<file path="src/rtl/morse_pkg.sv">
// Shared state encoding, widths and default timing constants for the Morse
// receive controller.
package morse_pkg;

  localparam int TICK_DIV_DEF = 12_500_000;
  localparam int DASH_T_DEF   = 4;
  localparam int GAP_T_DEF    = 7;
  localparam int MAX_EL_DEF   = 5;

  localparam int CODE_W = 5;
  localparam int LEN_W  = 3;
  localparam int UC_W   = 3;

  localparam logic [UC_W-1:0] UC_MAX = '1;

  // Encoding is exported as-is on StateY.
  typedef enum logic [1:0] {
    IDLE  = 2'b00,
    MARK  = 2'b01,
    SPACE = 2'b10,
    DONE  = 2'b11
  } state_e;

  function automatic logic [UC_W-1:0] sat_inc(input logic [UC_W-1:0] v);
    return (v == UC_MAX) ? v : v + UC_W'(1);
  endfunction

endpackage

</file>
<file path="src/rtl/morse_rx_ctrl_if.sv">
// Key input, character handshake and status bundle between the receive
// controller (slave) and its environment (master).
interface morse_rx_if;
  logic                         KQ;
  logic                         ReadyX;
  logic                         ValidY;
  logic [morse_pkg::CODE_W-1:0] CodeQ;
  logic [morse_pkg::LEN_W-1:0]  LenQ;
  logic                         ErrY;
  logic                         DropY;
  logic [1:0]                   StateY;

  modport slave (
    input  KQ, ReadyX,
    output ValidY, CodeQ, LenQ, ErrY, DropY, StateY
  );

  modport master (
    output KQ, ReadyX,
    input  ValidY, CodeQ, LenQ, ErrY, DropY, StateY
  );
endinterface

</file>
<file path="src/rtl/morse_tbase.sv">
// Element time base: prescaler producing one tick per unit T, plus a
// saturating count of whole units since the last key edge.
module morse_tbase
  import morse_pkg::*;
#(
  parameter int TICK_DIV = TICK_DIV_DEF
) (
  input  logic            clk,
  input  logic            rst_n,
  input  logic            clear_i,
  input  logic            en_i,
  output logic            tick_o,
  output logic [UC_W-1:0] uc_o
);

  localparam int              PW      = (TICK_DIV > 1) ? $clog2(TICK_DIV) : 1;
  localparam logic [PW-1:0]   CNT_TOP = PW'(TICK_DIV - 1);

  logic [PW-1:0]   cnt_q, cnt_d, cnt_base;
  logic [UC_W-1:0] uc_q, uc_d, uc_base;

  // The edge cycle itself is the first cycle of the new unit, so a level
  // held for k*TICK_DIV cycles reads UC = k when the opposite edge shows.
  always_comb begin
    cnt_base = clear_i ? '0 : cnt_q;
    uc_base  = clear_i ? '0 : uc_q;
    tick_o   = en_i && (cnt_base == CNT_TOP);
    cnt_d    = cnt_base;
    uc_d     = uc_base;
    if (en_i) begin
      if (tick_o) begin
        cnt_d = '0;
        uc_d  = sat_inc(uc_base);
      end else begin
        cnt_d = cnt_base + PW'(1);
      end
    end
  end

  always_ff @(posedge clk or negedge rst_n) begin
    if (!rst_n) begin
      cnt_q <= '0;
      uc_q  <= '0;
    end else begin
      cnt_q <= cnt_d;
      uc_q  <= uc_d;
    end
  end

  assign uc_o = uc_q;

endmodule

</file>
<file path="src/rtl/morse_rx_ctrl.sv">
// Morse receive sequencer: classifies marks, assembles up to MAX_EL elements
// per character and hands finished characters out through a holding register.
module morse_rx_ctrl
  import morse_pkg::*;
#(
  parameter int TICK_DIV = TICK_DIV_DEF,
  parameter int DASH_T   = DASH_T_DEF,
  parameter int GAP_T    = GAP_T_DEF,
  parameter int MAX_EL   = MAX_EL_DEF
) (
  input  logic      C,
  input  logic      nR,
  morse_rx_if.slave bus
);

  localparam logic [LEN_W-1:0] MAX_N = LEN_W'(MAX_EL);

  state_e            state_q, state_d;
  logic              kqd_q;
  logic              rise, fall, el, gap, hs, tb_en, tick_unused;
  logic [UC_W-1:0]   uc;
  logic [CODE_W-1:0] sr_q, sr_d, code_q, code_d;
  logic [LEN_W-1:0]  n_q, n_d, len_q, len_d;
  logic              ov_q, ov_d, vld_q, vld_d, err_q, err_d, drop_q, drop_d;

  assign rise  = bus.KQ & ~kqd_q;
  assign fall  = ~bus.KQ & kqd_q;
  assign tb_en = rise | (state_q == MARK) | (state_q == SPACE);

  // Only the unit count is needed here; the raw tick is left unused.
  morse_tbase #(.TICK_DIV(TICK_DIV)) u_tbase (
    .clk    (C),
    .rst_n  (nR),
    .clear_i(rise | fall),
    .en_i   (tb_en),
    .tick_o (tick_unused),
    .uc_o   (uc)
  );

  assign el  = (int'(uc) >= DASH_T);
  assign gap = (int'(uc) >= GAP_T);
  assign hs  = vld_q & bus.ReadyX;

  always_comb begin
    state_d = state_q;
    sr_d    = sr_q;
    n_d     = n_q;
    ov_d    = ov_q;
    vld_d   = vld_q;
    code_d  = code_q;
    len_d   = len_q;
    err_d   = err_q;
    drop_d  = 1'b0;

    if (hs) vld_d = 1'b0;

    case (state_q)
      IDLE: begin
        if (rise) begin
          state_d = MARK;
          sr_d    = '0;
          n_d     = '0;
          ov_d    = 1'b0;
        end
      end
      MARK: begin
        if (fall) begin
          state_d = SPACE;
          if (n_q < MAX_N) begin
            sr_d = {sr_q[CODE_W-2:0], el};
            n_d  = n_q + LEN_W'(1);
          end else begin
            ov_d = 1'b1;
          end
        end
      end
      SPACE: begin
        if (rise)     state_d = MARK;
        else if (gap) state_d = DONE;
      end
      DONE: begin
        state_d = IDLE;
        // A press landing exactly here would otherwise be swallowed.
        if (rise) begin
          state_d = MARK;
          sr_d    = '0;
          n_d     = '0;
          ov_d    = 1'b0;
        end
        if (!vld_q || hs) begin
          code_d = sr_q;
          len_d  = n_q;
          err_d  = ov_q;
          vld_d  = 1'b1;
        end else begin
          drop_d = 1'b1;
        end
      end
      default: state_d = IDLE;
    endcase
  end

  always_ff @(posedge C or negedge nR) begin
    if (!nR) begin
      state_q <= IDLE;
      kqd_q   <= 1'b0;
      sr_q    <= '0;
      n_q     <= '0;
      ov_q    <= 1'b0;
      vld_q   <= 1'b0;
      code_q  <= '0;
      len_q   <= '0;
      err_q   <= 1'b0;
      drop_q  <= 1'b0;
    end else begin
      state_q <= state_d;
      kqd_q   <= bus.KQ;
      sr_q    <= sr_d;
      n_q     <= n_d;
      ov_q    <= ov_d;
      vld_q   <= vld_d;
      code_q  <= code_d;
      len_q   <= len_d;
      err_q   <= err_d;
      drop_q  <= drop_d;
    end
  end

  assign bus.ValidY = vld_q;
  assign bus.CodeQ  = code_q;
  assign bus.LenQ   = len_q;
  assign bus.ErrY   = err_q;
  assign bus.DropY  = drop_q;
  assign bus.StateY = state_q;

endmodule

</file>
<file path="src/flat_wrapper.sv">
// flat-port wrapper written by rule: the top's interface ports become plain ports
module morse_rx_ctrl_flat import morse_pkg::*;
#(
  parameter int TICK_DIV = TICK_DIV_DEF,
  parameter int DASH_T   = DASH_T_DEF,
  parameter int GAP_T    = GAP_T_DEF,
  parameter int MAX_EL   = MAX_EL_DEF
)
  (C, nR, bus_KQ, bus_ReadyX, bus_ValidY, bus_CodeQ, bus_LenQ, bus_ErrY, bus_DropY, bus_StateY);
  morse_rx_if bus_i ();
  input  logic C;
  input  logic nR;
  input wire logic [$bits(bus_i.KQ)-1:0] bus_KQ;
  input wire logic [$bits(bus_i.ReadyX)-1:0] bus_ReadyX;
  output wire logic [$bits(bus_i.ValidY)-1:0] bus_ValidY;
  output wire logic [$bits(bus_i.CodeQ)-1:0] bus_CodeQ;
  output wire logic [$bits(bus_i.LenQ)-1:0] bus_LenQ;
  output wire logic [$bits(bus_i.ErrY)-1:0] bus_ErrY;
  output wire logic [$bits(bus_i.DropY)-1:0] bus_DropY;
  output wire logic [$bits(bus_i.StateY)-1:0] bus_StateY;
  assign bus_i.KQ = bus_KQ;
  assign bus_i.ReadyX = bus_ReadyX;
  assign bus_ValidY = bus_i.ValidY;
  assign bus_CodeQ = bus_i.CodeQ;
  assign bus_LenQ = bus_i.LenQ;
  assign bus_ErrY = bus_i.ErrY;
  assign bus_DropY = bus_i.DropY;
  assign bus_StateY = bus_i.StateY;
  morse_rx_ctrl #(.TICK_DIV(TICK_DIV), .DASH_T(DASH_T), .GAP_T(GAP_T), .MAX_EL(MAX_EL)) u_core (.C(C), .nR(nR), .bus(bus_i));
endmodule
</file>
<file path="config.mk">
export PLATFORM = sky130hd
export DESIGN_NAME = morse_rx_ctrl_flat
export DESIGN_NICKNAME = d
export VERILOG_FILES = /design/src/rtl/morse_pkg.sv /design/src/rtl/morse_rx_ctrl_if.sv /design/src/rtl/morse_tbase.sv /design/src/rtl/morse_rx_ctrl.sv /design/src/flat_wrapper.sv
export SDC_FILE = /design/constraint.sdc
export NUM_CORES = 1
export LEC_CHECK = 0
export ABC_AREA = 0
export CAP_MARGIN = 10
export CORE_MARGIN = 1.5
export CORE_UTILIZATION = 50
export DETAILED_ROUTE_END_ITERATION = 8
export GPL_ROUTABILITY_DRIVEN = 0
export PLACE_DENSITY = 0.75
export RECOVER_POWER = 25
export SYNTH_ARGS = -nofsm -noshare
export SYNTH_HDL_FRONTEND = slang
export SYNTH_SLANG_ARGS = --single-unit
export TNS_END_PERCENT = 10
</file>
<file path="constraint.sdc">
create_clock -name C -period 2.77 [get_ports C]
set_input_delay 0.554 -clock C [delete_from_list [all_inputs] [get_ports C]]
set_output_delay 0.554 -clock C [all_outputs]
set_load 0.02 [all_outputs]
</file>
After elaboration in Yosys (flattened, before gate mapping)
Index checks and enable logic that the tools add are counted.
- output and inout port bits: 13
- logic and storage cells: 77
- input bits: 4
- bits in registers: 50
- reductions and logical operators: 10
- add/sub/neg operators: 3
- multiplexer cells: 30
- bitwise logic cells: 8
- magnitude comparators: 3
- eq/ne operators: 11
- operator list (kind ; count):
    $mux W24 ; 3
    $add A24 B1 Y24 const B ; 1
    $eq A24 B24 Y1 const B ; 1
    $mux W3 ; 7
    $mux W5 ; 3
    $pmux W5 S2 ; 1
    $mux W1 ; 9
    $mux W2 ; 4
    $pmux W2 S4 ; 1
    $reduce_and A4 Y1 ; 2
    $add A3 B1 Y3 const B ; 2
    $ge A3 B3 Y1 const B ; 2
    $ne A2 B1 Y1 const B ; 3
    $pmux W3 S2 ; 1
    $eq A2 B2 Y1 const B ; 2
    $ne A2 B2 Y1 const B ; 2
    $and A1 B1 Y1 ; 3
    $eq A3 B3 Y1 const B ; 1
    $lt A3 B3 Y1 const B ; 1
    $ne A3 B1 Y1 const B ; 1
    $or A1 B1 Y1 ; 3
    $reduce_and A3 Y1 ; 1
    $eq A2 B1 Y1 const B ; 1
    $logic_not A2 Y1 ; 1
    other kinds (8) ; 9

Depth between registers and ports, before layout
- word-level depth: 8
- depth in mapped cells: 10

By module
From an unflattened synthesis, not the netlist that was laid out.
- cell total of the unflattened synthesis: 259
- area total of the unflattened synthesis: 2672.6 um2
- modules (own cells, without submodules) (module ; times used ; seq. area each (um2) ; cells an instance ; area an instance (um2)):
    morse_tbase ; 1 ; 675.6 ; 163 ; 1551.5
    morse_rx_ctrl ; 1 ; 575.6 ; 96 ; 1121.1

Worst setup path after synthesis
No wires, ideal clock.
- path kind: input -> register
- start point: input port bus_KQ
- end point: register u_core.u_tbase.cnt_q[5]
- arrival time: 2.638 ns
- required time: 2.637 ns
- path buffers: 2
- cell stages on the path: 10
- slack: -0.001 ns
- library setup time: 0.133 ns
- cells stage by stage: inv_1 ha_1 buf_2 clkbuf_1 and2_1 ha_1 nand2_1 or4_1 o31ai_2 nor2_1
- word-level cells in the longest chain between the ends: 8
- elaborated cells between the ends (all ways): 12
- classes of those cells: add/sub: 1; eq/ne: 1; mux: 3; bitwise: 6; reduce/logical: 1
- RTL lines (what ; RTL line ; RTL):
    from (decl) ; flat_wrapper.sv:13 ; input wire logic [$bits(bus_i.KQ)-1:0] bus_KQ;
    parallel branches: the longest is 7 deep, another holds $add A24 B1 Y24 ; -- ;
    $mux W24 * ; morse_tbase.sv:30 ; if (en_i) begin
    net u_core.u_tbase.cnt_d[5] ; morse_tbase.sv:19 ; logic [PW-1:0] cnt_q, cnt_d, cnt_base;
    to (signal assigned) ; morse_tbase.sv:45 ; cnt_q <= cnt_d;
    to (decl) ; morse_tbase.sv:19 ;
Mark *: on every way through the listed nets, which the timed path passes.
A chain may end at the register's enable or synchronous reset.

Worst setup path after layout
- start point: input port bus_KQ
- end point: register u_core.u_tbase.cnt_q[20]
The elaborated chain is that of the path after synthesis.

==> summary.md <==
| Metric | Value |
|---|---|
| Status | `finished clean` |
| Sequential power share | `42.1%` |
| CTS clk-pin slew, worst paths | `90 ps` |
| Met3 usage | `4.88%` |
| Library cells used by synthesis | `48` |
| Share of layout cells above drive strength 1 | `19.7%` |
| Crit. Startpoint | `bus_KQ` |
| First-pass GRT wire length | `10800 µm` |
| Critical path fanouts, max | `5` |
| Vias in the first global route | `2273` |
| Largest net degree at the start of global routing | `51` |
| Met1 Track Usage GR | `32.2%` |
| Longest Clk Path Bufs | `2` |
| Nets | `327` |
| Worst hold margin | `512 ps` |
| Number of vias per cell | `5.88` |
| P per Cell Area | `650 nW/µm²` |
| Yosys warns | `0` |
| Number of cell rows | `26` |
| Number of synthesized flops with an enable pin | `0` |
| GRT busiest layer | `met2` |
| Core Region | `5200 µm²` |
| Clock Power Share | `21.5%` |
| Cts bufs inserted | `5` |
| Switching power | `777 µW` |
| R2R Path End | `u_core.u_tbase.cnt_q[23]` |
| Cell Area, Synth | `2730 µm²` |
| TritonRoute pass-1 iters | `4` |
| Die Area | `5920 µm²` |
| Final Hold Fails | `0` |
| Net Sw Frac | `36.6%` |
| Seq/Total Area, Yosys | `45.8%` |
| Req. time, crit path | `3000 ps` |
| Hold path depth | `1` |
| Max-slew violations | `0` |
| WS Path Type | `input port to flop` |
| Main synth FF type | `dfrtp_1` |
| Setup violators final | `0` |
| FFs w/ async S/R, synth | `100%` |
| Min Tclk post-route | `2630 ps` |
| Max-cap viol count | `0` |
| I/O Buffers | `16` |
| Unrepaired setup endpoints after global routing | `true` |
| Hold EP | `u_core.bus.CodeQ[4]` |
| Total track usage | `22.9%` |
| Min-delay worst type | `flop to flop` |
| Worst vdd ir | `0.434 mV` |
| DP Worst Slack | `-187 ps` |
| Startpoint Class | `input port` |
| Crit Reg-Reg Startpoint | `u_core.bus.StateY[1]` |
| Total setup buffers inserted after CTS | `0` |
| Slew @ Worst Pin | `1250 ps` |
| Initial core utilization | `52.5%` |
| Commonest cells after routing, fill and taps aside | `dfrtp_1, buf_4, nand2_1, o21ai_0, clkdlybuf4s50_1` |
| WL/cell | `16.0 µm` |
| H-tree depth | `2` |
| Leak | `0.00140 µW` |
| DP HPWL | `4480 µm` |
| Iteration-0 DRC Markers | `172` |
| Syn-to-layout area delta | `19.4%` |
| Syn avg cell area | `10.1 µm²` |
| Setup TNS | `0 ps` |
| CTS Root Cell | `clkbuf_8` |
| Commonest non-fill, non-tap cell in the layout | `dfrtp_1` |
| Fmax | `380 MHz` |
| Worst Reg-to-Reg Cells | `6` |
| Tcrit/Tclk final | `94.9%` |
| Total gr overflow | `0` |
| Final worst slack | `142 ps` |
| Comb pwr share | `36.5%` |
| Pint | `1340 µW` |
| N_diodes | `0` |
| Mapped Cells | `270` |
| Grt met2 use | `34.4%` |
| Clock sink total | `50` |
| Slew HR | `16.6%` |
| WP data arrival | `2860 ps` |
| Die Y | `76.9 µm` |
| Worst Skew | `12.6 ps` |
| Routed Antenna Nets | `0` |
| #FFs+latches synth | `50` |
| Reg2Reg Setup Slack | `500 ps` |
| Worst-skew pair later-pin latency | `310 ps` |
| Total number of vias | `2256` |
| HP Start | `u_core.bus.CodeQ[4]` |
| Die width | `76.9 µm` |
| Worst Setup End Kind | `flop` |
| Post-Route WL | `6130 µm` |
| Syn_nets | `284` |
| Post-synth top area share | `45.8%` |
| Initial antenna violation count | `0` |
| Largest area contributor in the synthesized netlist | `dfrtp_1` |
| Io pins | `17` |
| DRC | `0` |
| TritonCTS clock tree | `built` |
| Synth top area cells | `dfrtp_1, ha_1, o31ai_1` |
-- layout make-up --
class	count	area [µm²]
clock inverter	2	16.3
multi-input combinational	202	1420
sequential	50	1250
timing repair buffer	46	378
tap	70	87.6
clock buffer	6	82.6
inverter	8	30.0
fill	441	1940
-- cell usage after synthesis, types with 3 or more instances --
library cell,n
nand4_1,8
nand3b_1,4
o311ai_0,3
and2_1,8
ha_1,10
o31ai_1,14
a21oi_1,13
and4_1,3
nor2_1,13
buf_2,4
o21ai_0,15
dfrtp_1,50
or3_1,5
clkbuf_1,5
nand2_1,25
or4_1,8
xnor2_1,4
and3_1,7
nor4_1,3
mux2_2,9
o211ai_1,3
nand2b_1,4
nand3_1,10
xor2_1,6
inv_1,8
-- power groups by stage --
| stage | Clock [µW] | Sequential (µW) | Combinational (µW) |
|---|---|---|---|
| floorplan | 0 | 945 | 456 |
| global placement | 0 | 898 | 735 |
| detailed placement | 0 | 905 | 764 |
| CTS | 470 | 891 | 765 |
| global route | 505 | 906 | 858 |
| finish | 456 | 892 | 773 |
-- sequential cells by signal, summed over array words and instances (netlist names) --
signal                cells
u_core.bus.ErrY           1
u_core.bus.LenQ           3
u_core.kqd_q              1
u_core.bus.ValidY         1
u_core.sr_q               5
u_core.bus.StateY         2
u_core.bus.DropY          1
u_core.bus.CodeQ          5
u_core.u_tbase.cnt_q     24
u_core.ov_q               1
u_core.u_tbase.uc_o       3
u_core.n_q                3
-- through the flow --
stage / utilization, % / power [µW] / cells / instance area (µm²)
floorplan: - / 1400 / 270 / 2740
finish: 62.7 / 2120 / 384 / 3260
detailed placement: 60.9 / 1670 / 376 / 3170
global route: 62.7 / 2270 / 384 / 3260
CTS: 62.8 / 2130 / 384 / 3270
global placement: 60.9 / 1630 / 376 / 3170
-- worst max-delay path: stages --
cell             delay, ps
clkdlybuf4s50_1        490
inv_1                   50
ha_1                   310
and2_1                 180
ha_2                   220
and4_4                 250
nand4_1                200
or4_1                  460
a21oi_1                160
-- worst max-delay path by stage --
stage                                     to  cells after the start
detailed placement  u_core.u_tbase.cnt_q[21]                     10
global placement    u_core.u_tbase.cnt_q[20]                     10
floorplan            u_core.u_tbase.cnt_q[5]                     10
CTS                 u_core.u_tbase.cnt_q[20]                      9
finish              u_core.u_tbase.cnt_q[20]                      9
global route        u_core.u_tbase.cnt_q[20]                      9
-- what timing repair did --
action	in CTS	in global routing
resized for setup	0	4
setup endpoints to repair	0	10
hold buffers	0	0
-- layer usage --
| metal | wire (µm) | part of all wire, % | up-vias |
|---|---|---|---|
| met5 | 0 | 0 | - |
| met4 | 115 | 1.9 | 0 |
| met3 | 216 | 3.5 | 11 |
| met2 | 2830 | 46 | 54 |
| li1 | - | - | 1087 |
| met1 | 2960 | 48 | 1104 |
-- kinds of logic (layout without fill, tap and decap cells) --
family          count (synthesis)  after routing  share of synthesized area (%)
simple gates                  108            108                           23.5
compound gates                 63             63                           15.7
flops                          50             50                           45.8
buf+inv                        18             62                           2.79
mux                            11             11                           4.49
fa+ha+maj                      10             10                           4.58
xor+xnor                       10             10                           3.20
(Power assumes the default switching activity.)
